==> src/rtl/icache_axi_rd_bridge_if.sv <==
// Bundles the I-cache miss port and the AXI4 AR/R channels seen by the read bridge.
// The slave modport is the bridge's view; master is the cache/interconnect side.
interface icache_axi_rd_bridge_if #(
    parameter int A_WIDTH = 32
);
    logic [A_WIDTH-1:0] m_a;
    logic               m_strobe;
    logic [31:0]        m_dout;
    logic               m_ready;
    logic               bus_err;

    logic [3:0]         arid;
    logic [A_WIDTH-1:0] araddr;
    logic [7:0]         arlen;
    logic [2:0]         arsize;
    logic [1:0]         arburst;
    logic               arvalid;
    logic               arready;

    logic [3:0]         rid;
    logic [31:0]        rdata;
    logic [1:0]         rresp;
    logic               rlast;
    logic               rvalid;
    logic               rready;

    modport slave (
        input  m_a, m_strobe, arready, rid, rdata, rresp, rlast, rvalid,
        output m_dout, m_ready, bus_err, arid, araddr, arlen, arsize, arburst, arvalid, rready
    );

    modport master (
        output m_a, m_strobe, arready, rid, rdata, rresp, rlast, rvalid,
        input  m_dout, m_ready, bus_err, arid, araddr, arlen, arsize, arburst, arvalid, rready
    );
endinterface

==> src/rtl/icache_axi_rd_bridge.sv <==
// Turns one I-cache word miss into a single-beat AXI4 read; 3 cycles minimum request-to-m_ready.
// AXI stalls (arready/rvalid low) simply hold the FSM in AR/R; one transaction outstanding at a time.
module icache_axi_rd_bridge #(
    parameter int         A_WIDTH = 32,
    parameter logic [3:0] ID      = 4'b0000
) (
    input  logic                  clk,
    input  logic                  clrn,
    icache_axi_rd_bridge_if.slave bus
);
    typedef enum logic [1:0] {
        ST_IDLE = 2'd0,
        ST_AR   = 2'd1,
        ST_R    = 2'd2,
        ST_DONE = 2'd3
    } state_t;

    state_t             r_state;
    state_t             w_state_nxt;
    logic [A_WIDTH-1:0] r_addr_q;
    logic [31:0]        r_data_q;
    logic               r_err_q;
    logic               w_ar_hs;
    logic               w_r_hs;

    assign w_ar_hs = (r_state == ST_AR) && bus.arready;
    assign w_r_hs  = (r_state == ST_R)  && bus.rvalid;

    always_ff @(posedge clk) begin
        if (!clrn) begin
            r_state <= ST_IDLE;
        end else begin
            r_state <= w_state_nxt;
        end
    end

    always_comb begin
        w_state_nxt = r_state;
        case (r_state)
            ST_IDLE: if (bus.m_strobe) w_state_nxt = ST_AR;
            ST_AR:   if (bus.arready)  w_state_nxt = ST_R;
            ST_R:    if (bus.rvalid)   w_state_nxt = ST_DONE;
            ST_DONE: w_state_nxt = ST_IDLE;
            default: w_state_nxt = ST_IDLE;
        endcase
    end

    // Request address and returned word are only captured in their own states,
    // so cache-side changes mid-flight cannot disturb the transaction.
    always_ff @(posedge clk) begin
        if (!clrn) begin
            r_addr_q <= '0;
            r_data_q <= '0;
            r_err_q  <= 1'b0;
        end else begin
            if (r_state == ST_IDLE && bus.m_strobe) begin
                r_addr_q <= {bus.m_a[A_WIDTH-1:2], 2'b00};
            end
            if (w_r_hs) begin
                r_data_q <= bus.rdata;
                r_err_q  <= (bus.rresp != 2'b00);
            end
        end
    end

    assign bus.arid    = ID;
    assign bus.araddr  = r_addr_q;
    assign bus.arlen   = 8'd0;
    assign bus.arsize  = 3'b010;
    assign bus.arburst = 2'b01;
    assign bus.arvalid = (r_state == ST_AR);
    assign bus.rready  = (r_state == ST_R);
    assign bus.m_ready = (r_state == ST_DONE);
    assign bus.bus_err = (r_state == ST_DONE) && r_err_q;
    assign bus.m_dout  = r_data_q;
endmodule

==> src/flat_wrapper.sv <==
// flat-port wrapper written by rule: the top's interface ports become plain ports
module icache_axi_rd_bridge_flat 
#(
    parameter int         A_WIDTH = 32,
    parameter logic [3:0] ID      = 4'b0000
)
  (clk, clrn, bus_m_a, bus_m_strobe, bus_arready, bus_rid, bus_rdata, bus_rresp, bus_rlast, bus_rvalid, bus_m_dout, bus_m_ready, bus_bus_err, bus_arid, bus_araddr, bus_arlen, bus_arsize, bus_arburst, bus_arvalid, bus_rready);
  icache_axi_rd_bridge_if #(.A_WIDTH(A_WIDTH)) bus_i ();
  input  logic clk;
  input  logic clrn;
  input wire logic [$bits(bus_i.m_a)-1:0] bus_m_a;
  input wire logic [$bits(bus_i.m_strobe)-1:0] bus_m_strobe;
  input wire logic [$bits(bus_i.arready)-1:0] bus_arready;
  input wire logic [$bits(bus_i.rid)-1:0] bus_rid;
  input wire logic [$bits(bus_i.rdata)-1:0] bus_rdata;
  input wire logic [$bits(bus_i.rresp)-1:0] bus_rresp;
  input wire logic [$bits(bus_i.rlast)-1:0] bus_rlast;
  input wire logic [$bits(bus_i.rvalid)-1:0] bus_rvalid;
  output wire logic [$bits(bus_i.m_dout)-1:0] bus_m_dout;
  output wire logic [$bits(bus_i.m_ready)-1:0] bus_m_ready;
  output wire logic [$bits(bus_i.bus_err)-1:0] bus_bus_err;
  output wire logic [$bits(bus_i.arid)-1:0] bus_arid;
  output wire logic [$bits(bus_i.araddr)-1:0] bus_araddr;
  output wire logic [$bits(bus_i.arlen)-1:0] bus_arlen;
  output wire logic [$bits(bus_i.arsize)-1:0] bus_arsize;
  output wire logic [$bits(bus_i.arburst)-1:0] bus_arburst;
  output wire logic [$bits(bus_i.arvalid)-1:0] bus_arvalid;
  output wire logic [$bits(bus_i.rready)-1:0] bus_rready;
  assign bus_i.m_a = bus_m_a;
  assign bus_i.m_strobe = bus_m_strobe;
  assign bus_i.arready = bus_arready;
  assign bus_i.rid = bus_rid;
  assign bus_i.rdata = bus_rdata;
  assign bus_i.rresp = bus_rresp;
  assign bus_i.rlast = bus_rlast;
  assign bus_i.rvalid = bus_rvalid;
  assign bus_m_dout = bus_i.m_dout;
  assign bus_m_ready = bus_i.m_ready;
  assign bus_bus_err = bus_i.bus_err;
  assign bus_arid = bus_i.arid;
  assign bus_araddr = bus_i.araddr;
  assign bus_arlen = bus_i.arlen;
  assign bus_arsize = bus_i.arsize;
  assign bus_arburst = bus_i.arburst;
  assign bus_arvalid = bus_i.arvalid;
  assign bus_rready = bus_i.rready;
  icache_axi_rd_bridge #(.A_WIDTH(A_WIDTH), .ID(ID)) u_core (.clk(clk), .clrn(clrn), .bus(bus_i));
endmodule
==> config.mk <==
export PLATFORM = sky130hd
export DESIGN_NAME = icache_axi_rd_bridge_flat
export DESIGN_NICKNAME = d
export VERILOG_FILES = /design/src/rtl/icache_axi_rd_bridge_if.sv /design/src/rtl/icache_axi_rd_bridge.sv /design/src/flat_wrapper.sv
export SDC_FILE = /design/constraint.sdc
export NUM_CORES = 1
export LEC_CHECK = 0
export CELL_PAD_IN_SITES_DETAIL_PLACEMENT = 1
export CELL_PAD_IN_SITES_GLOBAL_PLACEMENT = 2
export CORE_MARGIN = 5
export CORE_UTILIZATION = 19
export DETAILED_ROUTE_END_ITERATION = 16
export PLACE_DENSITY = 0.81
export SLEW_MARGIN = 20
export SYNTH_ARGS = -nofsm -noshare
export SYNTH_HDL_FRONTEND = slang
export SYNTH_SLANG_ARGS = --single-unit
==> constraint.sdc <==
create_clock -name clk -period 1.6 [get_ports clk]
set_input_delay 0.32 -clock clk [delete_from_list [all_inputs] [get_ports clk]]
set_output_delay 0.32 -clock clk [all_outputs]
set_load 0.03 [all_outputs]
==> run metrics <==
Setup Viol. Count Final=0; CP startpoint kind=flip-flop; Tcrit/Tclk final=0.9637; WL final=8.583 mm; H-tree Lvls=3; core area=13770 um^2; Root Driver=clkbuf_16; share of post-route cells with drive strength above 1=0.06637; placement-stage worst setup slack=-66.50 ps; Die Wd=128.0 um; worst min path class=primary input to flip-flop; initial antenna violation count=0; max incr delay on CP=350 ps; TritonCTS clock tree=built; Cell Area, Synth=2645 um^2; Cell Chain, Critical Path=inv_1, ha_4, buf_4, buf_12; clock-pin slew on the worst setup and hold paths=50 ps; fin nets=531; Critical Path End Type=primary output; sequential fraction of the synthesis area=0.4920; area delta synth->final=65.04%; Via density=3.864; hold buffers post-CTS=0; die height=128.0 um; routing usage on met3=0.04542; PortBufs=134; CP max stage cell=dfxtp_2; Data arrival, critical path=1220 ps; Longest Clk Path Bufs=2; via count=2442; gr ovfl total=0; n_diodes=0; gr usage total=0.1068; gate count of the mapped netlist=317; average size of a mapped cell=8.344 um^2; Max Transition Viols Final=0; Pleak=1.891 nW; starting density of the core=0.1920; Pre-Repair DR Iteration Count=4; Final Skew=5.024 ps; total power=5.809 mW; Distinct cells, synth=19; synthesis warning total=0; Buf/Inv on CP=3; FF+latch count, synth=65; Register Area=1304 um^2; grt met1 use=0.1122; GPL Wtd Cong=0.7021; status=completed; Rows=43; finished layout cell area=4365 um^2; Critical Path Start=u_core.r_state[0]$_SDFFE_PN0P_; CTS sink count=65; RR Startpoint=u_core.r_state[0]$_SDFFE_PN0P_; final critical-path required period=1542 ps; Starting DRT DRC Count=63; commonest cells after routing, fill and taps aside=nand2_1, clkdlybuf4s50_1, dfxtp_1, dlygate4sd2_1, a21boi_0; setup TNS=0 ps; final antenna-violating net count=0; Fillers=1654; DRC viols=0; hold_sp=clrn; WP data required=1280 ps; Max Cap Viol=0; Cell Pwr Density=1331 nW/um^2; met2 capacity usage during global routing=0.1879; clock buffer count from CTS=9; WL/cell=13.58 um; FMAX=648.6 MHz; hpwl dp=6.560 mm; commonest non-fill, non-tap cell in the layout=nand2_1; first-pass GRT wire length=13.48 mm; delay-heaviest family, CP=buffers and inverters; worst ir drop on vdd=0.4325 mV; num ports=161; vias in the first global route=2605; CP Max Fanout=4; area of the die=16380 um^2; busiest grt layer=met2; dpl cell area=4169 um^2; Clock Latency Late Sink=330 ps; Final Hold Viols=0; worst setup margin=58.13 ps; Multi-input gate area=1167 um^2; CP Class=flip-flop to primary output; largest net degree at the start of global routing=34
## state kept, by name, summed over array words and instances, names as in the netlist
register,count
u_core.r_state,2
u_core.bus.m_dout,32
u_core.bus.araddr,30
u_core.r_err_q,1
## area by class of cell
| class | count | area share |
|---|---|---|
| Clock buffer | 12 | 0.05646 |
| Tap cell | 180 | 0.05159 |
| Clock inverter | 1 | 0.001146 |
| Sequential cell | 65 | 0.2987 |
| Timing Repair Buffer | 144 | 0.3204 |
| Multi-Input combinational cell | 225 | 0.2674 |
| Inverter | 5 | 0.004299 |
## final timing paths
| path | end | slack (ps) | cells past startpoint |
|---|---|---|---|
| max | bus_rready | 60 | 4 |
| min | u_core.bus.m_dout[21]$_SDFFE_PN0P_ | 390 | 2 |
| max reg2reg | u_core.r_state[0]$_SDFFE_PN0P_ | 190 | 5 |
| min reg2reg | u_core.bus.m_dout[23]$_SDFFE_PN0P_ | 450 | 2 |
## per-layer routing
layer  share of wire  vias to the layer above
li1                -                     1236
met4           0.013                        0
met5               0                        -
met3           0.070                        7
met2            0.53                       69
met1            0.39                     1130
## power breakdown
part           switching, mW  internal, mW  leakage [nW]
Clock                  0.678          1.06         0.124
Sequential             0.130          1.87         0.530
Combinational           1.25         0.818          1.24
## cell usage after synthesis (all sizes together)
| cell type | number | area [um^2] |
|---|---|---|
| a222oi | 1 | 10.01 |
| mux2i | 2 | 20.02 |
| conb | 2 | 7.510 |
| nor3b | 1 | 7.510 |
| a21boi | 62 | 465.5 |
| ha | 5 | 62.56 |
| clkbuf | 12 | 45.04 |
| nor3 | 1 | 5.000 |
| nor2 | 1 | 3.750 |
| dfxtp | 65 | 1301 |
| inv | 5 | 18.77 |
| and2 | 3 | 20.02 |
| nand2 | 129 | 484.2 |
| o21ai | 1 | 5.000 |
| buf | 27 | 188.9 |
## through the flow
stage,hold WS (ps),std cells,util
5_1_grt,405.6,632,0.3170
4_1_cts,388.6,631,0.3156
2_1_floorplan,454.9,334,-
3_5_place_dp,447.1,618,0.3027
3_3_place_gp,442.3,618,0.3027
6_report,392.8,632,0.3170
## cell families after synthesis
logic type,share of synthesized area
DFF,0.4920
other,0.002839
and+or+nand+nor,0.1968
muxes,0.007569
adders and majority gates,0.02365
AOI/OAI and AO/OA,0.1816
buffers and inverters,0.09555
## what timing repair did
action	4_1_cts	5_1_grt
resized for setup	64	2
setup endpoints to repair	63	3
pin swaps	0	1
setup buffers	0	1
Note: power is estimated with default switching activity, not from simulation.
